<file path="config.mk">
export PLATFORM = sky130hd
export DESIGN_NAME = channel_err_inj
export DESIGN_NICKNAME = d
export VERILOG_FILES = /design/src/rtl/channel_err_inj.sv
export SDC_FILE = /design/constraint.sdc
export NUM_CORES = 1
export LEC_CHECK = 0
export ABC_AREA = 1
export BUFFER_PORTS_ARGS = -buffer_cell sky130_fd_sc_hd__buf_4
export CAP_MARGIN = 20
export CORE_MARGIN = 3
export CORE_UTILIZATION = 58
export DETAILED_ROUTE_END_ITERATION = 16
export PLACE_DENSITY = 0.77
export SLEW_MARGIN = 20
export SYNTH_ARGS = -nofsm -noshare
export SYNTH_HDL_FRONTEND = slang
export SYNTH_SLANG_ARGS = --single-unit
</file>
<file path="constraint.sdc">
create_clock -name clk -period 4.82 [get_ports clk]
set_clock_uncertainty 0.15 [all_clocks]
set_input_delay 0.241 -clock clk [delete_from_list [all_inputs] [get_ports clk]]
set_output_delay 0.241 -clock clk [all_outputs]
set_load 0.01 [all_outputs]
</file>
<file path="src/rtl/channel_err_inj.sv">
`default_nettype none
// ============================================================================
// channel_err_inj : 1-cycle symbol pipe that XORs burst and/or LFSR errors
// Rev 1.0
// ============================================================================
module channel_err_inj #(
  parameter int          WINDOW = 256,
  parameter logic [15:0] SEED   = 16'hACE1,
  parameter int          CW     = 16
) (
  input  logic          clk,
  input  logic          rst,
  input  logic [1:0]    mode_i,
  input  logic          start_i,
  input  logic [7:0]    gap_len_i,
  input  logic [7:0]    burst_len_i,
  input  logic [1:0]    err_mask_i,
  input  logic [7:0]    thresh_i,
  input  logic          valid_i,
  input  logic [1:0]    d_in,
  output logic          valid_o,
  output logic [1:0]    d_out,
  output logic [1:0]    err_o,
  output logic          busy_o,
  output logic [CW-1:0] word_ct_o,
  output logic [CW-1:0] bad_bit_ct_o
);

  localparam int             RW     = $clog2(WINDOW + 1);
  localparam logic [RW-1:0]  R_LAST = RW'(WINDOW - 1);
  localparam logic [15:0]    TAPS   = 16'hB400;

  typedef enum logic [1:0] {S_IDLE, S_GAP, S_BURST, S_DONE} state_t;

  state_t          state_q, state_d;
  logic [7:0]      g_q, g_d, b_q, b_d;
  logic [RW-1:0]   r_q, r_d;
  logic [7:0]      gap_q, burst_q;
  logic [1:0]      mask_q;
  logic [15:0]     lfsr_q, lfsr_step;
  logic            valid_q, busy_q;
  logic [1:0]      dout_q, err_q;
  logic [CW-1:0]   word_q, bad_q, bad_d, pop;
  logic [CW:0]     bad_sum;
  logic            active;
  logic [1:0]      rnd, e;

  always_comb begin
    active    = valid_i && !start_i && (state_q == S_GAP || state_q == S_BURST);
    rnd       = {lfsr_q[15:8] < thresh_i, lfsr_q[7:0] < thresh_i};
    lfsr_step = {1'b0, lfsr_q[15:1]} ^ (lfsr_q[0] ? TAPS : 16'h0000);
    e = 2'b00;
    if (active) begin
      if (mode_i[0] && state_q == S_BURST) e = e | mask_q;
      if (mode_i[1])                       e = e | rnd;
    end
    pop     = CW'(e[0]) + CW'(e[1]);
    bad_sum = {1'b0, bad_q} + {1'b0, pop};
    bad_d   = bad_sum[CW] ? {CW{1'b1}} : bad_sum[CW-1:0];

    state_d = state_q;
    g_d     = g_q;
    b_d     = b_q;
    r_d     = r_q;
    if (start_i) begin
      // A zero gap means the very first armed symbol is already a burst symbol.
      state_d = (gap_len_i == 8'd0 && burst_len_i != 8'd0) ? S_BURST : S_GAP;
      g_d = 8'd0;
      b_d = 8'd0;
      r_d = '0;
    end else if (active) begin
      r_d = r_q + 1'b1;
      if (state_q == S_GAP) begin
        if (g_q == gap_q - 8'd1) begin
          g_d = 8'd0;
          if (burst_q != 8'd0) state_d = S_BURST;
        end else begin
          g_d = g_q + 8'd1;
        end
      end else begin
        if (b_q == burst_q - 8'd1) begin
          b_d     = 8'd0;
          g_d     = 8'd0;
          state_d = (gap_q == 8'd0) ? S_BURST : S_GAP;
        end else begin
          b_d = b_q + 8'd1;
        end
      end
      if (r_q == R_LAST) state_d = S_DONE;
    end
  end

  always_ff @(posedge clk) begin
    if (!rst) begin
      state_q <= S_IDLE;
      g_q     <= 8'd0;
      b_q     <= 8'd0;
      r_q     <= '0;
      gap_q   <= 8'd0;
      burst_q <= 8'd0;
      mask_q  <= 2'b00;
      lfsr_q  <= SEED;
      valid_q <= 1'b0;
      dout_q  <= 2'b00;
      err_q   <= 2'b00;
      busy_q  <= 1'b0;
      word_q  <= '0;
      bad_q   <= '0;
    end else begin
      state_q <= state_d;
      g_q     <= g_d;
      b_q     <= b_d;
      r_q     <= r_d;
      busy_q  <= (state_d == S_GAP || state_d == S_BURST);
      valid_q <= valid_i;
      if (valid_i) begin
        dout_q <= d_in ^ e;
        err_q  <= e;
      end
      if (start_i) begin
        gap_q   <= gap_len_i;
        burst_q <= burst_len_i;
        mask_q  <= err_mask_i;
        lfsr_q  <= SEED;
        word_q  <= '0;
        bad_q   <= '0;
      end else if (active) begin
        lfsr_q  <= lfsr_step;
        word_q  <= word_q + 1'b1;
        bad_q   <= bad_d;
      end
    end
  end

  assign valid_o      = valid_q;
  assign d_out        = dout_q;
  assign err_o        = err_q;
  assign busy_o       = busy_q;
  assign word_ct_o    = word_q;
  assign bad_bit_ct_o = bad_q;

endmodule
`default_nettype wire

</file>
Word level (Yosys, flattened, before mapping):

Index checks and enable logic that the tools add are counted.
Widths: inputs -> output; s select.

* register bits after elaboration: 99
* latch bits: 0
* memory bits (writable): 0
* bits in read-only memories: 0
* input bits: 34
* output and inout bits: 38
* logic and storage cells: 70
* memories kept: 0

* add/sub/neg operators: 8
* multiply operators: 0
* div/mod/pow operators: 0
* magnitude comparators: 2
* equality and inequality tests: 7
* shift-type cells: 0
* multiplexer cells: 19
* bitwise operators: 5
* reduce and logical (&&, ||, !) cells: 15

Operators by type and width (number)
* $mux 16: 2
* $mux 8: 4
* $mux 2: 13
* $add 16x2->17: 1
* $add 16x1->16 const B: 1
* $add 8x1->8 const B: 2
* $eq 8x8->1: 2
* $logic_not 8->1: 2
* $lt 8x8->1: 2
* $reduce_bool 8->1: 2
* $sub 8x1->8 const B: 2
* $xor 15x16->16: 1
* $add 9x1->9 const B: 1
* $eq 9x8->1 const B: 1
* $eq 2x1->1 const B: 2
* $eq 2x2->1 const B: 2
* $logic_and 1x1->1: 4
* $reduce_and 2->1: 2
* $add 1x1->2: 1
* $logic_or 1x1->1: 2
* $not 1->1: 2
* $or 2x2->2: 1
* $reduce_bool 2->1: 1
* $reduce_or 2->1: 1
* other kinds (2): 2

Logic depth before layout (Yosys ltp):

* depth after elaboration: 10
* gate-level depth with buffers: 22
* gate-level depth less buffers: 22

Least setup slack after synthesis:

Ideal clock, no wire load.

* path type: register -> register
* start point: reg state_q[0]
* end point: reg bad_q[10] (netlist: bad_bit_ct_o[10])
* arrival: 3131 ps
* slack: 1469 ps
* stages on the path, launching flop included: 19
* cells stage by stage: dfxtp_1 -> inv_1 -> ha_1 -> nor2_8 -> nand2_2 -> buf_6 -> clkinv_4 -> buf_2 -> nand2_1 -> fa_1 -> inv_1 -> ha_1 -> nand4_1 -> nor3_1 -> nand2_1 -> nor3_1 -> nand2_1 -> buf_2 -> a21oi_1

* longest elaborated chain between the ends: 10

RTL lines
* from (decl): RTL line 35 `state_t state_q, state_d;`
* from (signal assigned): RTL line 110 `state_q <= state_d;`
* $eq 2x2->1: RTL line 49, 54
* $logic_and 1x1->1: RTL line 54 `if (mode_i[0] && state_q == S_BURST) e = e | mask_q;`
* $mux 2: RTL line 54
* $mux 2: RTL line 53 `if (active) begin`
* $or 2x2->2: RTL line 55 `if (mode_i[1]) e = e | rnd;`
* $mux 2: RTL line 55
* $mux 2: RTL line 53
* $add 1x1->2: RTL line 57 `pop = CW'(e[0]) + CW'(e[1]);`
* $add 16x2->17: RTL line 58 `bad_sum = {1'b0, bad_q} + {1'b0, pop};`
* $mux 16: RTL line 59 `bad_d = bad_sum[CW] ? {CW{1'b1}} : bad_sum[CW-1:0];`
* to (signal assigned): RTL line 108 `bad_q <= '0;`
* to (signal assigned): RTL line 126 `bad_q <= '0;`
* to (signal assigned): RTL line 130 `bad_q <= bad_d;`
* to (decl): RTL line 43 `logic [CW-1:0] word_q, bad_q, bad_d, pop;`

Several ways; a longest one is shown, not always the timed one. The select of a mux whose other input is x is not followed.
A chain may end at the register's enable or synchronous reset.

Worst setup path after layout:

* start point: reg state_q[0]
* end point: reg bad_q[14] (netlist: bad_bit_ct_o[14])

The elaborated chain is that of the path after synthesis.

==> results.cfg <==
[die]
die_width_um = 101
start_util_pct = 60.2
dieArea_um2 = 10300
core-area_um2 = 8760
ios = 72
die_h_um = 101
rows = 34

[clock_network]
cts_root_buf = clkbuf_8
cts_resized = 0
cts_tree = done
cts_made_buffers = 9
htree_levels = 3
clockBufferDepth = 2
clk_pin_slew_ns = 0.11
clk_latency_ns = 0.37
cts_sinks = 99

[cells_and_area]
area_growth_syn_to_layout_pct = 17.6
register_area_um2 = 1980
multiInputGateArea_um2 = 2790
final_common_cell = nand2_1
fillerInstances = 749
antenna_cells = 0
nNetsFinal = 882
final_layout_size_suffix_gt1_share_pct = 14.5
final_util_pct = 70.8
layout_common_cells = nand2_1, inv_1, dfxtp_1, nor2_1, buf_4

[power]
seq_power_share_pct = 52.9
p_sw_w = 0.000450
pwr-share-clk_pct = 34.9
max-vdd-ir-drop_mv = 0.174
p_per_area_nw_per_um2 = 261
pwr-share-comb_pct = 12.2
switching_share_pct = 27.8
p_int_w = 0.00117
p_leak_nw = 2.74

[synthesis]
synthArstFlopShare_pct = 0
synth_top_area_cell = dfxtp_1
ys.flop_type = dfxtp_1
seq_area_frac_synth_pct = 37.6
synthCells = 745
ys_warn_count = 0
yosys-top-cells-area = dfxtp_1, nand2_1, inv_1
syn_area_um2 = 5280
syn_area_per_cell_um2 = 7.08
ys_ff_latch = 99
synth_top_area_share_pct = 37.6
synth_edf_count = 0
synth_cell_type_count = 40
synthesis.nets = 805

[setup_path]
worstSetupPathType = reg2reg
cp-start-kind = register
cp.required_ns = 5.00
worstPathMaxFanout = 22
arrival_ns = 4.09
end_kind = register

[timing]
finalWorstSetupSlack_ns = 0.901
rsz0062_at_grt = false
fmaxAchievable_mhz = 255
finalHoldViolations = 0
finalSetupViolCount = 0
period_needed_ns = 3.92
fin_setup_tns_ns = 0
timing.final.crit_share_pct = 81.3
hold-worst-slack_ns = 0.0185
finalMaxSlewViolations = 0
worstMarginPinSlew_ns = 0.442
relSlewSlack_pct = 70.5

[status]
status = complete, no violations

[detailed_routing]
viasPerCell = 5.37
drtIter0Drc = 191
vias = 5017
finalWirelength_mm = 12.2
first_pass_iters = 5
post_drt_wl_per_cell_um = 13.0
final_antenna_net_count = 0
remaining_drc_errors = 0

[grt]
grt_usage_pct = 24.1
grt_start_max_net_pins = 34
grt_pass1_wl_mm = 20.5
grt_pass1_vias = 4827
antenna_found_initial = 0
overflow = 0

[placement]
gpl.final_weighted_congestion = 0.894
dp_hpwl_mm = 9.11
post-place-ws_ns = 0.948
port_buffers = 71

[job]
maxCapViolCount = 0

[hold_path]
worstHoldPathType = in2reg
[final timing paths]
check | slack [ns] | endpoint | from | depth (start not counted)
worst max-delay path | 0.90 | bad_bit_ct_o[14]$_SDFFE_PP0P_ | state_q[0]$_SDFF_PN0_ | 18
worst min-delay path | 0.02 | burst_q[2]$_SDFFE_PN0P_ | burst_len_i[2] | 3
worst max register to register | 0.90 | bad_bit_ct_o[14]$_SDFFE_PP0P_ | state_q[0]$_SDFF_PN0_ | 18
worst min register to register | 0.31 | word_ct_o[15]$_SDFFE_PP0P_ | word_ct_o[15]$_SDFFE_PP0P_ | 1
[sequential cells by signal, indices dropped and copies added, names as in the netlist, 2 cells and up]
register and flops:
b_q 8, bad_bit_ct_o 16, burst_q 8, d_out 2, err_o 2, g_q 8
gap_q 8, lfsr_q 16, mask_q 2, r_q 9, state_q 2, word_ct_o 16
[final cells by class]
| type | instances | area share, % |
|---|---|---|
| Multi-Input combinational cell | 515 | 44.9 |
| Sequential cell | 99 | 31.9 |
| Timing Repair Buffer | 85 | 10.7 |
| Inverter | 112 | 6.86 |
| Tap cell | 108 | 2.18 |
| Clock buffer | 9 | 2.00 |
| Clock inverter | 7 | 1.35 |
[cells by family after synthesis]
kind of cell | Yosys count | synth area share, %
and+or+nand+nor | 315 | 27.6
AOI/OAI and AO/OA | 146 | 14.3
buffers and inverters | 131 | 9.61
DFF | 99 | 37.6
xor gates and xnor gates | 28 | 4.65
adders and majority gates | 26 | 6.31
[per-stage QoR]
stage	instances	power (W)	instance area (µm²)
3_3_place_gp	908	0.00106	5890
3_5_place_dp	908	0.00106	5890
5_1_grt	935	0.00169	6200
4_1_cts	935	0.00163	6200
6_report	935	0.00162	6200
2_1_floorplan	745	0.000998	5280
[worst max-delay path, stage by stage, from the launching register on]
cell and delay [ns]:
dfxtp_1 0.38, inv_1 0.08, ha_1 0.37, nor2_8 0.22, nand2_2 0.06, buf_4 0.22, clkinv_4 0.18, nand2_1 0.15
fa_1 0.41, inv_1 0.08, ha_1 0.18, nand4_1 0.13, nor3_1 0.20, nand2_1 0.14, nor3_1 0.28, nand2_1 0.34
nand3_1 0.19, nand2_1 0.06, inv_1 0.05
[layer usage]
layer  part of all wire, %  track usage [%]  up-vias
li1                      -                -     2575
met3                   4.6             4.68       12
met5                     0                0        -
met1                    44             29.8     2330
met2                    50             43.0      100
met4                   1.0             6.54        0
[Yosys cell counts (3+ instances only)]
| cell type | count |
|---|---|
| nand2_1 | 137 |
| inv_1 | 106 |
| dfxtp_1 | 99 |
| nor2_1 | 79 |
| a21oi_1 | 72 |
| o21ai_0 | 61 |
| nand3_1 | 37 |
| ha_1 | 25 |
| xor2_1 | 17 |
| clkbuf_1 | 15 |
| nand4_1 | 14 |
| nor3_1 | 11 |
| xnor2_1 | 11 |
| nor4_1 | 8 |
| a31oi_1 | 5 |
| inv_2 | 5 |
| nand3_2 | 3 |
| nor2_2 | 3 |
| nor2_4 | 3 |
| nor3_2 | 3 |
| or2_2 | 3 |
[power groups by stage]
stage / Clock [W] / Sequential (W) / Combinational [W]
3_3_place_gp: 0 / 0.000874 / 0.000181
2_1_floorplan: 0 / 0.000870 / 0.000127
6_report: 0.000564 / 0.000856 / 0.000197
4_1_cts: 0.000573 / 0.000856 / 0.000197
5_1_grt: 0.000606 / 0.000859 / 0.000224
3_5_place_dp: 0 / 0.000874 / 0.000188
[repair_timing]
item / 4_1_cts / 5_1_grt
setup endpoints to repair: 0 / 0
endpoints found under the hold margin: 11 / 0
hold buffers: 11 / 0
buffers inserted: 0 / 0
Note: power is estimated with default switching activity, not from simulation.
